**config.mk**
```make
export PLATFORM = sky130hd
export DESIGN_NAME = din_syn_sequencer
export DESIGN_NICKNAME = d
export VERILOG_FILES = /design/src/rtl/din_syn_sequencer.sv
export SDC_FILE = /design/constraint.sdc
export NUM_CORES = 1
export LEC_CHECK = 0
export BUFFER_PORTS_ARGS = -buffer_cell sky130_fd_sc_hd__buf_2
export CORE_ASPECT_RATIO = 0.6
export CORE_MARGIN = 2
export CORE_UTILIZATION = 30
export DETAILED_ROUTE_END_ITERATION = 7
export GPL_TIMING_DRIVEN = 0
export SLEW_MARGIN = 30
export SYNTH_ARGS = -nofsm -noshare
export SYNTH_HDL_FRONTEND = slang
export SYNTH_SLANG_ARGS = --single-unit
```
**constraint.sdc**
```tcl
create_clock -name clk_in -period 2.2 [get_ports clk_in]
set_clock_uncertainty 0.15 [all_clocks]
set_input_delay 0.44 -clock clk_in [delete_from_list [all_inputs] [get_ports clk_in]]
set_output_delay 0.44 -clock clk_in [all_outputs]
set_load 0.1 [all_outputs]
```
**src/rtl/din_syn_sequencer.sv**
```systemverilog
// Frame sequencer for the DIN/SYN/CLK pattern generator: arbitrates clear/JTAG/key
// requests, sets up the bank, fires the trigger and watches the enables. Optional: DIN_SYN_SEQ_AUTO_RETRIG_EN.
module din_syn_sequencer #(
    parameter int BANK_W       = 2,
    parameter int LOAD_CYCLES  = 2,
    parameter int GAP_CYCLES   = 16,
    parameter int FIRE_TIMEOUT = 64,
    parameter int RUN_TIMEOUT  = 2048,
    parameter int AUTO_PERIOD  = 65536
) (
    input  logic              clk_in,
    input  logic              rst_n,
    input  logic              req_jtag,
    input  logic [BANK_W-1:0] bank_jtag,
    input  logic              req_key,
    input  logic [BANK_W-1:0] bank_key,
    input  logic [7:0]        rpt_cnt,
    input  logic              clr_req,
    input  logic              clr_value,
    input  logic              auto_en,
    input  logic              out_en_mon,
    input  logic              clk_out_en_mon,
    output logic              trig,
    output logic [BANK_W-1:0] bank_sel,
    output logic              clr_mode,
    output logic              clr_2_one,
    output logic              ack_jtag,
    output logic              ack_key,
    output logic              ack_clr,
    output logic              busy,
    output logic              done,
    output logic              err_timeout
);

    typedef enum logic [2:0] {
        S_IDLE, S_ARB, S_LOAD, S_FIRE, S_RUN, S_GAP, S_DONE
    } state_t;

    // One shared counter times every state, so it is sized for the longest wait.
    localparam int M1   = (LOAD_CYCLES > GAP_CYCLES) ? LOAD_CYCLES : GAP_CYCLES;
    localparam int M2   = (FIRE_TIMEOUT > RUN_TIMEOUT) ? FIRE_TIMEOUT : RUN_TIMEOUT;
    localparam int CMAX = (M1 > M2) ? M1 : M2;
    localparam int CW   = $clog2(CMAX + 1);
    localparam logic [CW-1:0] LOAD_LAST = CW'(LOAD_CYCLES - 1);
    localparam logic [CW-1:0] GAP_LAST  = CW'(GAP_CYCLES - 1);
    localparam logic [CW-1:0] FIRE_LAST = CW'(FIRE_TIMEOUT - 1);
    localparam logic [CW-1:0] RUN_LAST  = CW'(RUN_TIMEOUT - 1);

    state_t            state_q;
    logic [CW-1:0]     cnt_q;
    logic [7:0]        rpt_q;
    logic [BANK_W-1:0] bank_lat_q;
    logic              ptr_q;
    logic              trig_q;
    logic [BANK_W-1:0] bank_sel_q;
    logic              clr_mode_q;
    logic              clr_2_one_q;
    logic              ack_jtag_q;
    logic              ack_key_q;
    logic              ack_clr_q;
    logic              busy_q;
    logic              done_q;
    logic              err_q;

    logic any_en;
    logic auto_pend;
    logic gnt_clr;
    logic gnt_jtag;
    logic gnt_key;
    logic gnt_auto;
    logic gnt_any;

    assign any_en   = out_en_mon | clk_out_en_mon;
    assign gnt_clr  = clr_req;
    assign gnt_jtag = !clr_req && req_jtag && (!req_key || !ptr_q);
    assign gnt_key  = !clr_req && req_key && (!req_jtag || ptr_q);
    assign gnt_auto = !clr_req && !req_jtag && !req_key && auto_pend;
    assign gnt_any  = gnt_clr | gnt_jtag | gnt_key | gnt_auto;

`ifdef DIN_SYN_SEQ_AUTO_RETRIG_EN
    localparam int AW = (AUTO_PERIOD > 2) ? $clog2(AUTO_PERIOD) : 1;
    localparam logic [AW-1:0] AUTO_LAST = AW'(AUTO_PERIOD - 1);

    logic [AW-1:0] auto_cnt_q;
    logic          auto_pend_q;
    logic          auto_hit;
    logic          auto_take;

    assign auto_hit  = auto_en && (auto_cnt_q == AUTO_LAST);
    assign auto_take = (state_q == S_IDLE) && gnt_auto;
    assign auto_pend = auto_pend_q;

    // A single pending flag means an expiry during a frame is remembered once, never queued twice.
    always_ff @(posedge clk_in or negedge rst_n) begin
        if (!rst_n) begin
            auto_cnt_q  <= '0;
            auto_pend_q <= 1'b0;
        end else begin
            if (!auto_en || auto_hit)
                auto_cnt_q <= '0;
            else
                auto_cnt_q <= auto_cnt_q + 1'b1;
            if (auto_hit)
                auto_pend_q <= 1'b1;
            else if (auto_take)
                auto_pend_q <= 1'b0;
        end
    end
`else
    localparam int unused_auto_period = AUTO_PERIOD;
    logic unused_auto_en;
    assign unused_auto_en = auto_en;
    assign auto_pend      = 1'b0;
`endif

    always_ff @(posedge clk_in or negedge rst_n) begin
        if (!rst_n) begin
            state_q     <= S_IDLE;
            cnt_q       <= '0;
            rpt_q       <= '0;
            bank_lat_q  <= '0;
            ptr_q       <= 1'b0;
            trig_q      <= 1'b0;
            bank_sel_q  <= '0;
            clr_mode_q  <= 1'b0;
            clr_2_one_q <= 1'b0;
            ack_jtag_q  <= 1'b0;
            ack_key_q   <= 1'b0;
            ack_clr_q   <= 1'b0;
            busy_q      <= 1'b0;
            done_q      <= 1'b0;
            err_q       <= 1'b0;
        end else begin
            ack_jtag_q <= 1'b0;
            ack_key_q  <= 1'b0;
            ack_clr_q  <= 1'b0;
            done_q     <= 1'b0;
            case (state_q)
                // The grant is decided on the IDLE exit edge so the ack is high throughout ARB.
                S_IDLE: begin
                    if (gnt_any) begin
                        state_q     <= S_ARB;
                        busy_q      <= 1'b1;
                        ack_clr_q   <= gnt_clr;
                        ack_jtag_q  <= gnt_jtag;
                        ack_key_q   <= gnt_key;
                        clr_mode_q  <= gnt_clr;
                        clr_2_one_q <= gnt_clr & clr_value;
                        rpt_q       <= gnt_auto ? 8'd0 : rpt_cnt;
                        if (gnt_jtag) begin
                            bank_lat_q <= bank_jtag;
                            ptr_q      <= 1'b1;
                        end
                        if (gnt_key) begin
                            bank_lat_q <= bank_key;
                            ptr_q      <= 1'b0;
                        end
                        if (gnt_auto)
                            bank_lat_q <= '0;
                    end
                end
                S_ARB: begin
                    state_q    <= S_LOAD;
                    bank_sel_q <= bank_lat_q;
                    cnt_q      <= '0;
                end
                S_LOAD: begin
                    if (cnt_q == LOAD_LAST) begin
                        state_q <= S_FIRE;
                        cnt_q   <= '0;
                    end else begin
                        cnt_q <= cnt_q + 1'b1;
                    end
                end
                // Completion needs out_en_mon seen while our own trig is high, so a stale enable is not mistaken for a start.
                S_FIRE: begin
                    if (trig_q && out_en_mon) begin
                        trig_q  <= 1'b0;
                        state_q <= S_RUN;
                        cnt_q   <= '0;
                    end else if (cnt_q == FIRE_LAST) begin
                        trig_q     <= 1'b0;
                        err_q      <= 1'b1;
                        done_q     <= 1'b1;
                        clr_mode_q <= 1'b0;
                        state_q    <= S_DONE;
                    end else begin
                        trig_q <= ~any_en;
                        cnt_q  <= cnt_q + 1'b1;
                    end
                end
                S_RUN: begin
                    if (!any_en) begin
                        state_q <= S_GAP;
                        cnt_q   <= '0;
                    end else if (cnt_q == RUN_LAST) begin
                        err_q      <= 1'b1;
                        done_q     <= 1'b1;
                        clr_mode_q <= 1'b0;
                        state_q    <= S_DONE;
                    end else begin
                        cnt_q <= cnt_q + 1'b1;
                    end
                end
                S_GAP: begin
                    if (cnt_q != GAP_LAST) begin
                        cnt_q <= cnt_q + 1'b1;
                    end else if (rpt_q != 8'd0) begin
                        rpt_q   <= rpt_q - 8'd1;
                        state_q <= S_FIRE;
                        cnt_q   <= '0;
                    end else begin
                        done_q     <= 1'b1;
                        clr_mode_q <= 1'b0;
                        state_q    <= S_DONE;
                    end
                end
                S_DONE: begin
                    busy_q  <= 1'b0;
                    state_q <= S_IDLE;
                end
                default: begin
                    trig_q  <= 1'b0;
                    busy_q  <= 1'b0;
                    state_q <= S_IDLE;
                end
            endcase
        end
    end

    assign trig        = trig_q;
    assign bank_sel    = bank_sel_q;
    assign clr_mode    = clr_mode_q;
    assign clr_2_one   = clr_2_one_q;
    assign ack_jtag    = ack_jtag_q;
    assign ack_key     = ack_key_q;
    assign ack_clr     = ack_clr_q;
    assign busy        = busy_q;
    assign done        = done_q;
    assign err_timeout = err_q;

endmodule

```
### After elaboration in Yosys (flattened, before gate mapping)

Index checks and enable logic that the tools add are counted.

* reduce and logical (&&, ||, !) cells: 28
* bitwise gates (word level): 6
* add/sub/neg operators: 2
* equality and inequality tests: 24
* multiplexer cells: 56

Operators by type and width (number)
* 2-to-1 mux 12 bit: 7
* case mux 12 bit (5 select lines): 1
* 2-to-1 mux 1 bit: 28
* 2-to-1 mux 3 bit: 8
* 2-to-1 mux 8 bit: 3
* inequality test 2 bit (second input constant): 9
* case mux 3 bit (6 select lines): 1
* case mux 8 bit (2 select lines): 1
* inequality test 3 bit (second input constant): 5
* adder 12 x 1 -> 12 bit (second input constant): 1
* == test 12 x 1 -> 1 bit (second input constant): 1
* == test 12 x 11 -> 1 bit (second input constant): 1
* == test 12 x 6 -> 1 bit (second input constant): 1
* inequality test 12 x 4 -> 1 bit (second input constant): 1
* AND reduction 5 bit: 2
* == test 3 bit (second input constant): 3
* AND reduction 4 bit: 2
* AND reduction 8 bit: 1
* nonzero test 8 bit: 1
* subtractor 8 x 1 -> 8 bit (second input constant): 1
* == test 3 x 2 -> 1 bit (second input constant): 2
* case mux 1 bit (2 select lines): 3
* nonzero test 2 bit: 3
* OR reduction 6 bit: 1
* 16 further kinds: 29

* bits of input ports: 21
* output and inout bits: 11
* register bits: 37
* word-level logic and storage cells: 131

### Longest topological paths before layout

Gate-level depths: netlist of the first run.

* depth after elaboration: 7
* mapped depth: 9
* depth with buffers taken out: 8

### Least setup slack after synthesis of the first run

Ideal clock, no wire load.

* kind: register to register
* start point: reg trig_q (netlist: trig)
* end point: reg cnt_q[6]
* setup slack: -0.395 ns
* stages on the path, launching flop included: 8
* period minus slack after synthesis: 2.595 ns
* data required time: 1.929 ns
* data arrival time: 2.324 ns
* setup time: 0.121 ns
* buffers on the path: 1
* path through: dfrtp_1 > nand2_1 > o21a_1 > o31a_1 > or3_1 > buf_6 > a21o_1 > a22o_1

* longest elaborated chain between the ends: 3
* elaborated cells on any way between the ends: 5
* classes of those cells: eq/ne (1); mux (2); reduce/logical (2)

RTL lines
* from (decl): line 54 `logic trig_q;`
* from (signal assigned): line 188 `trig_q <= ~any_en;`
* logical AND 1 bit *: line 177 `if (trig_q && out_en_mon) begin`
* 2-to-1 mux 12 bit or inequality test 3 bit (tied branches)
* case mux 12 bit (5 select lines) or AND reduction 4 bit (tied branches)
* to (signal assigned): line 172 `cnt_q <= cnt_q + 1'b1;`
* to (signal assigned): line 189 `cnt_q <= cnt_q + 1'b1;`
* to (signal assigned): line 202 `cnt_q <= cnt_q + 1'b1;`
* to (decl): line 50 `logic [CW-1:0] cnt_q;`

Mark *: on every way between the ends. The rest lies on a longest branch, timed or not.
A chain may end at the register's enable or synchronous reset.

### Final worst setup path of the first run

* start point: reg cnt_q[10]
* end point: reg cnt_q[2]

* longest elaborated chain between the ends: 3
* elaborated cells on any way between the ends: 11
* classes of those cells: eq/ne (7); mux (3); reduce/logical (1)

RTL lines
* inequality test 12 x 4 -> 1 bit, or another cell as far along: line 206 `if (cnt_q != GAP_LAST) begin`
* 2-to-1 mux 12 bit, or another cell as far along: line 206
* case mux 12 bit (5 select lines) or AND reduction 4 bit (tied branches)

Parallel ways exist; a longest one is shown, timed or not.

==> results of run 1 <==
worst register-to-register path: cells and delay by family, from the launching register on:
family	cells	cell delay (ns)
buffers and inverters	2	0.29
AND/OR/NAND/NOR	3	0.77
AO/OA/AOI/OAI	3	0.54
flip-flops	1	0.44
what timing repair did:
action	in CTS	in global routing
setup buffers	16	8
hold endpoints to repair	0	0
pin swaps	22	16
endpoints found under the setup margin	23	23
resized for setup	22	32
gates cloned	0	0
per-layer routing:
metal | up-vias | share of wire | track usage
met3 | 10 | 0.066 | 0.0369
met2 | 63 | 0.40 | 0.195
met1 | 949 | 0.51 | 0.240
met4 | 0 | 0.015 | 0.0515
met5 | - | 0 | 0
li1 | 984 | - | -
synth_stat cells, drive strengths merged (3+ instances only):
cell	n	area, µm²
a21o	7	53.8
a21oi	15	75.1
a22o	8	70.1
a22oi	3	22.5
and2	3	18.8
and3	4	26.3
buf	3	21.3
clkbuf	5	18.8
dfrtp	37	926
ha	3	37.5
inv	10	37.5
mux2	3	33.8
mux2i	3	30.0
nand2	19	71.3
nand2b	5	31.3
nand3	7	35.0
nand4	5	37.5
nor2	29	109
nor3	8	45.0
nor4	5	46.3
o21a	3	22.5
o21ai	14	70.1
o22ai	6	37.5
o2bb2ai	3	26.3
o31ai	4	30.0
or2	3	18.8
or3	5	31.3
state kept, by name, indices dropped and copies added (netlist names):
name and flops:
cnt_q 12, rpt_q 8, state_q 3, bank_lat_q 2, bank_sel 2, ack_clr 1
ack_jtag 1, ack_key 1, busy 1, clr_2_one 1, clr_mode 1, done 1
err_timeout 1, ptr_q 1, trig 1
worst min path at each step:
stage	slack (ns)	cells after the start	to	startpoint
2_1_floorplan	-0.006	0	ack_clr$_DFF_PN0_	rst_n
3_3_place_gp	0.30	1	err_timeout$_DFFE_PN0P_	err_timeout$_DFFE_PN0P_
3_5_place_dp	0.30	1	err_timeout$_DFFE_PN0P_	err_timeout$_DFFE_PN0P_
4_1_cts	0.16	1	cnt_q[11]$_DFFE_PN0P_	rst_n
5_1_grt	0.01	1	cnt_q[11]$_DFFE_PN0P_	rst_n
6_report	-0.04	1	cnt_q[11]$_DFFE_PN0P_	rst_n
cell type report:
| cell class | count | area share |
|---|---|---|
| multi-input cells | 181 | 0.448 |
| flip-flops and latches | 37 | 0.323 |
| repair buffers | 51 | 0.110 |
| clock buffers | 7 | 0.0492 |
| well taps | 87 | 0.0376 |
| plain buffers | 8 | 0.0177 |
| inverters | 11 | 0.0147 |
per-stage QoR:
stage	cells	TNS, ns	setup slack (ns)
after floorplan	237	-0.0169	-0.00848
after global placement	354	-5.94	-0.493
after detailed placement	354	-6.56	-0.497
after CTS	376	-1.06	-0.142
after global routing	382	-2.06	-0.205
final	382	-0.832	-0.114
power groups by stage:
stage	logic [mW]	clock network, mW	registers (mW)
after detailed placement	1.66	0	1.07
after global routing	2.18	0.764	1.13
after CTS	1.78	0.726	1.06
after floorplan	0.937	0	1.42
final	2.02	0.717	1.09
after global placement	1.64	0	1.07
kinds of logic after synthesis:
| logic type | share of synthesized area |
|---|---|
| DFF | 0.438 |
| and+or+nand+nor | 0.236 |
| adders and majority gates | 0.0177 |
| muxes | 0.0302 |
| buffers and inverters | 0.0384 |
| AOI/OAI and AO/OA | 0.240 |
==> metrics list, run 1 <==
- Outcome: finished, violations left
- Post-synthesis register bit count: 37
- The pre-antenna-repair detailed-routing pass consisted of 4 iterations.
* Crit-path leading delay family: simple AND/OR/NAND/NOR gates
- Violations in the final reports: negative hold slack, negative setup slack
* Required time reported for the critical path endpoint: approximately 2.2 ns
* Final count of negative-setup-slack endpoints: 10
- For this run, the leading register cell type out of synthesis is sky130_fd_sc_hd__dfrtp_1.
- By instance count, the cell type seen most on the critical path is sky130_fd_sc_hd__buf_6.
- The die covers ~7800 µm².
- Internal power: ~2.1 mW
- The critical path starts at cnt_q[10]$_DFFE_PN0P_.
- Measured in cells, the most critical reg-to-reg path has a length of 8.
* Pins Over Slew Limit: 0
- Capturing element of the worst setup path: cnt_q[2]$_DFFE_PN0P_
- In this run the standard cell core region covers a little under 7000 µm².
- Maximum vdd ir drop: roughly 0.62 mV
- The number of antenna diodes in the final layout is 0.
- Yosys printed 0 warnings.
- The worst setup path is captured at a flop.
- Count of routing violations after the opening detailed-route iteration: ~150
- Share of cells above drive strength 1: 0.353
- Vias in the first global route: 1874
* Ys async rst share: 1.00
* Detail-routed net length per standard cell: approximately 15 µm
- The share of total power dissipated in sequential elements is 0.285.
- First-pass GRT wire length: 9430 µm
* Peak clock frequency supported by timing: between 400 and 500 MHz
- Syn Nets: 261
* Smallest setup slack after layout: -0.114 ns
- HPWL reported at the end of detailed placement: slightly below 4000 µm
- Entering global routing, the biggest net connects 38 pins.
* Overall routing resource usage: 0.151
- The share of total power dissipated in combinational logic is 0.528.
* Placement Cell Area: 2380 µm²
- Critical Setup Path Class: reg2reg
- In the finished design, the share of the clock period the worst path needs comes to 1.05.
- Summed area of non-filler cells in the final layout: ~2900 µm²
- STA classifies the critical path startpoint as a flop.
- In this run, synthesis inferred 0 flip-flops with an integrated enable.
* Clock-pin slew of the registers on the worst-case setup and hold paths: 0.06 ns
* Avg Inst Size Synth: 8.93 µm²
- Relative to the synthesized area, the layout overhead comes to 37.0%.
- Longest individual stage delay on the worst path: about 0.44 ns
- Vert. Die Dim: a little under 70 µm
- The final layout contains routed wiring with a total length of between 5000 and 6000 µm.
- In this run the number of cells on the critical path is 8.
* Placer congestion estimate: between 0.8 and 0.9
- R2R Path Start: cnt_q[10]$_DFFE_PN0P_
- The die is between 100 and 150 µm wide.
- TritonCTS built the clock tree.
- Via count: 2006
- NetSw: roughly 1.7 mW
* Worst hold slack across all endpoints: -0.0415 ns
- Counting I/O delays and the setup requirement, the final critical path takes around 2.3 ns.
* Area occupied by registers: 937 µm²
- Slew HR: 0.580
* Least-Margin Pin Slew: ~0.63 ns
* Static Leak: about 1.3 nW
* Number of placed I/O pins: 32
* RSZ-0062 raised after global routing: true
- The top cell types in the final layout, fill and taps aside, are sky130_fd_sc_hd__buf_2 (30), sky130_fd_sc_hd__dfrtp_1 (30), sky130_fd_sc_hd__nor2_1 (24), sky130_fd_sc_hd__buf_4 (21), sky130_fd_sc_hd__nand2_1 (18).
- The multi-input combinational cells in the finished layout cover a total of around 1300 µm².
* Syn Std Cell Area: 2120 µm²
* Global-route congestion overflow total: 0
* PwrDens: 1320 nW/µm²
- Clock tree sinks: 37
- The root buffer cell chosen for the clock tree is sky130_fd_sc_hd__clkbuf_16.
* CP Data Arrival Time: approximately 2.3 ns
- The endpoint identified for the worst register-to-register timing path is cnt_q[2]$_DFFE_PN0P_.
- After floorplanning, the core was divided into 23 placement rows.
- In this run, CTS created clock tree buffers numbering 5.
- Type of the tightest min-delay check: in2async
- Synthesis instantiated 49 different standard cells from the library.
- Ordered list of cells on the worst path: nor4_4 -> nand2_1 -> o31a_1 -> buf_6 -> nor3_4 -> buf_6 -> o21bai_1 -> a22o_1
- For this run, the register share of the synthesized area comes to 0.438.
* Antenna violations before repair: 0
* Final cell utilization of the core: 0.428
- Clock latency on the worst-skew pair: 0.28 ns
- For this run, design rule violations remaining after detail routing come to 0.
- The share of total power dissipated in the clock network is 0.187.
* H-tree depth: 2
- Port buffering added 30 buffers.
* Slowest-stage cell, CP: sky130_fd_sc_hd__dfrtp_2
- Starting density of the core: 0.313
- Fillers: 646
- The clock passes through at most 2 buffers.
* Post-layout total power: approximately 3.8 mW
* Reg-to-reg slack, setup: -0.11 ns
- Switching Fraction: 0.452
- Final number of hold-violating endpoints: 37
- Synthesized netlist cell count: 237
- In the routed layout, each cell is associated on average with a via count of 5.25.
- CP bufs+invs: 2
- The number of hold buffers added after CTS was 0.
- Final net count: ~320
- Number of nets still failing antenna checks after routing: 0
* Number of max-cap violations: 0
- Worst Path Max Fanout: 5
Note: power is estimated with default switching activity, not from simulation.
==> run 2, diff against run 1 <==
--- a/config.mk
+++ b/config.mk
@@ -11,6 +11,8 @@
 export CORE_UTILIZATION = 30
 export DETAILED_ROUTE_END_ITERATION = 7
 export GPL_TIMING_DRIVEN = 0
+export HOLD_SLACK_MARGIN = 0.08
+export MAX_ROUTING_LAYER = met4
 export SLEW_MARGIN = 30
 export SYNTH_ARGS = -nofsm -noshare
 export SYNTH_HDL_FRONTEND = slang
==> run 2 against run 1 <==
Against the previous run: the flow finishes with violations (negative setup slack); wire length is 0.73% lower; combinational power is 4% lower; worst hold slack better by 0.25 ns.
==> metrics list, run 2 (synthesis results as in run 1) <==
* CTS Buf Count: 5
- After routing the design area is approximately 2800 µm².
* Clock tree buffer depth: 2
- Slew HR: 0.566
- Placed cells: 354
- Violations in the final reports: negative setup slack
* Number of placed I/O pins: 32
- The setup path with the least slack is of type reg2reg.
- In the final routed layout, each cell accounts on average for ~15 µm.
* Clock latency on the worst-skew pair: about 0.28 ns
- H-tree depth: 2
* Layout area overhead: 33.4%
* Num rows: 23
- Number of antenna diodes: 0
- Most frequent cells in the layout: sky130_fd_sc_hd__dfrtp_1 (32), sky130_fd_sc_hd__buf_2 (30), sky130_fd_sc_hd__nor2_1 (26), sky130_fd_sc_hd__nand2_1 (19), sky130_fd_sc_hd__buf_4 (15)
- At the end of the flow the core is filled with cells to 0.417.
* Final count of negative-setup-slack endpoints: 12
* Least-Margin Pin Slew: 0.646 ns
* Share of cells above drive strength 1: 0.303
- After legalization and detailed placement, the total HPWL measured 3880 µm.
- Drt drc: 0
- Peak clock frequency supported by timing: 425 MHz
* Final number of hold-violating endpoints: 0
- Antenna violations before repair: 0
* PwrDens: 1370 nW/µm²
- Overall routing resource usage: 0.153
- Total Die Area: about 7800 µm²
* Routed WL: between 5000 and 6000 µm
- The cell sitting at the root of the clock tree is a sky130_fd_sc_hd__clkbuf_16.
* Number of cells on the worst hold path: 3
- Type of the tightest min-delay check: in2reg
- Critical Path Sink Type: flop
- The design draws roughly 3.9 mW.
- Setup repair after global routing could not meet its margin everywhere.
- Final net count: 313
* IO buf count: 30
- Pins Over Slew Limit: 0
- The first global-routing pass estimated between 9000 and 10000 µm of wire.
- The detail route stage leaves a number of antenna-violating nets equal to 0.
- Detailed-route vias per instance: ~5.3
* First-pass detailed-route iteration total: 4
- Top reg by flops: cnt_q
- At the worst endpoint, the required time is 2.23 ns.
- After floorplanning, the core was sized to cover just under 7000 µm².
* Maximum vdd ir drop: 0.674 mV
- Global-route congestion overflow total: 0
- TritonCTS built the clock tree.
- In this run the static leakage power is ~1.3 nW.
- The floorplan step set the die height to between 60 and 70 µm.
- Placement Cell Area: ~2400 µm²
- In this run the horizontal extent of the chip is approximately 110 µm.
- Most common library cell in the layout ignoring fill and taps: sky130_fd_sc_hd__dfrtp_1
* Clock tree sinks: 37
* Outcome: finished, violations left
* CP Data Arrival Time: 2.38 ns
- The largest registers in the layout are cnt_q (12), rpt_q (8), state_q (3).
- Across all setup checks in the final design, the least slack found is -0.150 ns.
* Number of flip-flops under the largest register name: 12
- The detailed router finished its first iteration with 180 violations.
* Number of cells traversed by the worst register-to-register path: 7
* Clock-pin slew of the registers on the worst-case setup and hold paths: 0.06 ns
- Accumulated negative setup slack: -1.06 ns
* Count of non-filler cells in the finished layout: between 300 and 400
- Worst Path Max Fanout: 8
- The number of global-route vias before repair was between 1500 and 2000.
* Via count: 2000
- Final critical-path share of the clock period: 1.07
- The congestion estimate from routability-driven global placement came to 0.959.
* Setup crit start kind: flop
- Starting density of the core: 0.313
- Entering global routing, the biggest net connects 38 pins.
* Number of max-cap violations: 0
- Final worst path period need: 2.35 ns
## run 2: cell count changes in the layout (fill, tap and decap cells not counted), moves of 2 or more
cell and change:
sky130_fd_sc_hd__buf_4 -6, sky130_fd_sc_hd__buf_6 -2, sky130_fd_sc_hd__dfrtp_1 +2, sky130_fd_sc_hd__dfrtp_2 -2
sky130_fd_sc_hd__nor2_1 +2, sky130_fd_sc_hd__nor2_4 -3
## run 2: final cells by class
| type | count | area, µm² |
|---|---|---|
| buffer | 8 | 51.3 |
| fill | 650 | 3940 |
| multi-input combinational | 181 | 1240 |
| timing repair buffer | 45 | 268 |
| clock inverter | 1 | 30.0 |
| clock buffer | 7 | 143 |
| sequential | 37 | 935 |
| inverter | 11 | 45.0 |
| tap | 87 | 109 |
## run 2: final timing paths
kind | from | end | slack (ns)
min in group asynchronous | rst_n | cnt_q[11]$_DFFE_PN0P_ | 0.52
min | clr_value | clr_2_one$_DFFE_PN0P_ | 0.21
max reg2reg | cnt_q[10]$_DFFE_PN0P_ | cnt_q[6]$_DFFE_PN0P_ | -0.15
max | cnt_q[10]$_DFFE_PN0P_ | cnt_q[6]$_DFFE_PN0P_ | -0.15
min reg2reg | err_timeout$_DFFE_PN0P_ | err_timeout$_DFFE_PN0P_ | 0.31
max in group asynchronous | rst_n | trig$_DFFE_PN0N_ | 0.99
## run 2: metrics by stage
stage | worst slack (ns) | hold slack [ns]
floorplan | -0.00848 | -0.00559
detailed placement | -0.554 | 0.309
global placement | -0.527 | 0.300
global route | -0.204 | 0.227
CTS | -0.148 | 0.160
finish | -0.150 | 0.207
## run 2: power by group
part | total [mW] | switching [mW] | internal, mW
Sequential | 1.08 | 0.190 | 0.894
Clock | 0.850 | 0.284 | 0.566
Combinational | 1.93 | 1.21 | 0.714
## run 2: worst max-delay path, stage by stage, from the launching register on
cell,delay (ns)
sky130_fd_sc_hd__dfrtp_2,0.44
sky130_fd_sc_hd__nor4_4,0.33
sky130_fd_sc_hd__nand2_1,0.13
sky130_fd_sc_hd__o31a_1,0.33
sky130_fd_sc_hd__or3_1,0.33
sky130_fd_sc_hd__buf_6,0.15
sky130_fd_sc_hd__a21o_1,0.18
sky130_fd_sc_hd__a22o_1,0.22
## run 2: per-layer routing
metal / GRT usage / part of all wire / vias to the layer above
li1: - / - / 973
met2: 0.200 / 0.40 / 55
met1: 0.228 / 0.53 / 967
met3: 0.0343 / 0.054 / 5
met5: - / 0 / -
met4: 0.0528 / 0.014 / 0
## run 2: timing repair
item	CTS	global route
gates resized for setup	19	17
pin swaps	7	12
endpoints found under the setup margin	23	22
hold buffers	0	1
hold endpoints to repair	0	37
setup buffers	3	11
==> run 3, diff against run 2 <==
==> constraint.sdc (replaced) <==
create_clock -name clk_in -period 2.2 [get_ports clk_in]
set_clock_uncertainty 0.15 [all_clocks]
set_input_delay 0.44 -clock clk_in [delete_from_list [all_inputs] [get_ports clk_in]]
set_output_delay 0.44 -clock clk_in [all_outputs]
set_load 0.05 [all_outputs]
==> run 3 against run 2 <==
Against the previous run: the flow still finishes with violations (negative setup slack); combinational power fell by 7%; register-to-register slack about the same; design area increased by 1.3%; sequential share of layout area shrank 0.55 points; die area unchanged; utilization grew 0.54 points; worst hold slack better by 0.011 ns; final cell count increased by 0.27%; critical path depth shrank 1; count of clock-buffer cells in the layout unchanged; largest power group unchanged; wire length grew 2.6%; global-route usage increased by 0.32 points.
==> metrics list, run 3 (synthesis results as in run 1) <==
* Outcome: finished, violations left
- Violations in the final reports: negative setup slack
- Setup WS pre-CTS: -0.581 ns
* Drt drc: 0
- Buffers placed on the I/O ports in this run total 30.
- Final net count: roughly 320
* Slew HR: 0.530
- The worst setup path is of the reg2reg kind.
- Global routing usage on met1: 0.231
- Setup violations remaining at the end of the flow were counted as 11.
- Met2 GRT Util: 0.199
- Wires add up to ~5900 µm.
- Via count: between 1500 and 2000
- The layer flagged by global routing as most heavily used is met1.
* Least-Margin Pin Slew: 0.699 ns
- The tree is rooted in a sky130_fd_sc_hd__clkbuf_16.
* First-pass GRT wire length: between 9000 and 10000 µm
- In the global route stage, met3 resource usage came out at 0.0396.
* Power share of the clock group: 0.198
* Core Footprint: 6760 µm²
- Starting density of the core: 0.313
- Vert. Die Dim: 69.1 µm
- Fillers: between 600 and 700
- Most frequent cells in the layout: sky130_fd_sc_hd__dfrtp_1 (33), sky130_fd_sc_hd__buf_2 (30), sky130_fd_sc_hd__nor2_1 (25), sky130_fd_sc_hd__nand2_1 (19), sky130_fd_sc_hd__buf_4 (16)
- Clock-pin slew of the registers on the worst-case setup and hold paths: roughly 0.06 ns
- Entering global routing, the biggest net connects 38 pins.
- Switching Fraction: 0.417
* Num rows: 23
- Number of flip-flops under the largest register name: 12
* Post-layout total power: approximately 3.6 mW
* Number of placed I/O pins: 32
- In the final layout, the share of cells above drive strength 1 is 0.337.
- The number of antenna diodes in the final layout is 0.
- The number of global-route vias before repair came to about 1900.
- Counting tap cells, the placed design contains a total of about 350 instances.
- Peak clock frequency supported by timing: around 420 MHz
* Overall routing resource usage: 0.156
* Final worst path period need: around 2.4 ns
* Top flop regs: cnt_q (12), rpt_q (8), state_q (3)
- For this block, the initial DRC count from the detailed router was 140.
- At the end of the flow the core is filled with cells to 0.423.
- Global-route congestion overflow total: 0
* Setup crit start kind: flop
* CP Data Arrival Time: 2.38 ns
* Final number of hold-violating endpoints: 0
- Antenna violations before repair: 0
* Internal power: ~2.1 mW
- In this run the remaining antenna-violating nets after routing total 0.
- PwrDens: 1250 nW/µm²
* Layout area overhead: 35.1%
* Worst Path Max Fanout: 8
* Chip width: between 100 and 150 µm
- The pre-antenna-repair detailed-routing pass consisted of 4 iterations.
- The share of total power dissipated in sequential elements is 0.302.
- Maximum vdd ir drop: around 0.67 mV
- Smallest setup slack after layout: -0.160 ns
- After the flow finishes, the layout carries non-filler instances totaling between 300 and 400.
* Final critical-path share of the clock period: 1.07
- After legalization and detailed placement, the total HPWL measured between 3000 and 4000 µm.
* Detailed-route vias per instance: 5.24
- Top reg by flops: cnt_q
* Critical Path Sink Type: flop
* H-tree depth: 2
- Total Die Area: slightly below 8000 µm²
- Summed over all nets, the switching power comes to about 1.5 mW.
- Detail-routed net length per standard cell: 15.5 µm
- Max-cap violations in this run came to 0.
- The finished cells cover about 2900 µm².
- Placement Cell Area: ~2400 µm²
- Most common library cell in the layout ignoring fill and taps: sky130_fd_sc_hd__dfrtp_1
- The count of final max-slew check failures was 0.
- The tree built by TritonCTS fans out to 37 sinks.
- Clock tree buffer depth: 2
* Clock tree from TritonCTS: built
- The path class of the tightest hold or removal check is in2reg.
* RSZ-0062 raised after global routing: true
* Static Leak: 1.32 nW
- Placer congestion estimate: between 0.8 and 0.9
- Clock latency on the worst-skew pair: around 0.28 ns
- Part of the power in combinational logic: 0.501
- CTS Buf Count: 5
- At the worst endpoint, the required time is roughly 2.2 ns.
run 3: worst max-delay path, stage by stage, from the launching register on:
cell and delay, ns:
sky130_fd_sc_hd__dfrtp_2 0.46, sky130_fd_sc_hd__nor4_4 0.36, sky130_fd_sc_hd__nand2_1 0.15, sky130_fd_sc_hd__o31a_1 0.30, sky130_fd_sc_hd__or3_4 0.43, sky130_fd_sc_hd__a21o_1 0.18, sky130_fd_sc_hd__a22o_1 0.22
run 3: power groups by stage:
stage / logic [mW] / registers, mW / clock network, mW
CTS: 1.58 / 1.06 / 0.723
detailed placement: 1.45 / 1.07 / 0
finish: 1.79 / 1.08 / 0.707
floorplan: 0.936 / 1.22 / 0
global route: 1.97 / 1.11 / 0.756
global placement: 1.43 / 1.06 / 0
run 3: per-layer routing:
layer,vias to the layer above,routed length (µm)
met4,0,46
met2,49,2410
met1,944,3110
met3,4,298
met5,-,0
li1,982,-
run 3: final timing paths:
check	startpoint	to	slack (ns)	cells past startpoint
max reg2reg	cnt_q[4]$_DFFE_PN0P_	cnt_q[11]$_DFFE_PN0P_	-0.16	6
min in group asynchronous	rst_n	cnt_q[11]$_DFFE_PN0P_	0.52	2
min	clr_value	clr_2_one$_DFFE_PN0P_	0.22	3
min reg2reg	err_timeout$_DFFE_PN0P_	err_timeout$_DFFE_PN0P_	0.33	1
max	cnt_q[4]$_DFFE_PN0P_	cnt_q[11]$_DFFE_PN0P_	-0.16	6
max in group asynchronous	rst_n	cnt_q[8]$_DFFE_PN0P_	1.02	2
run 3: final cells by class:
class | count | area [µm²] | area share
Clock buffer | 7 | 143 | 0.0499
Tap cell | 87 | 109 | 0.0381
Inverter | 11 | 42.5 | 0.0149
Buffer | 7 | 42.5 | 0.0149
Multi-Input combinational cell | 181 | 1290 | 0.451
Timing Repair Buffer | 48 | 302 | 0.106
Sequential cell | 37 | 931 | 0.326
run 3: repair_timing:
action | 4_1_cts | 5_1_grt
gates resized for setup | 20 | 38
hold buffers | 0 | 1
pin swaps | 11 | 16
endpoints found under the setup margin | 23 | 21
buffers inserted | 6 | 11
cloned | 0 | 0
hold endpoints to repair | 0 | 37
run 3: through the flow:
| stage | TNS, ns | hold slack, ns |
|---|---|---|
| global placement | -7.24 | 0.302 |
| detailed placement | -8.24 | 0.319 |
| finish | -1.45 | 0.218 |
| CTS | -1.31 | 0.158 |
| floorplan | -0.0169 | -0.00559 |
| global route | -2.22 | 0.237 |
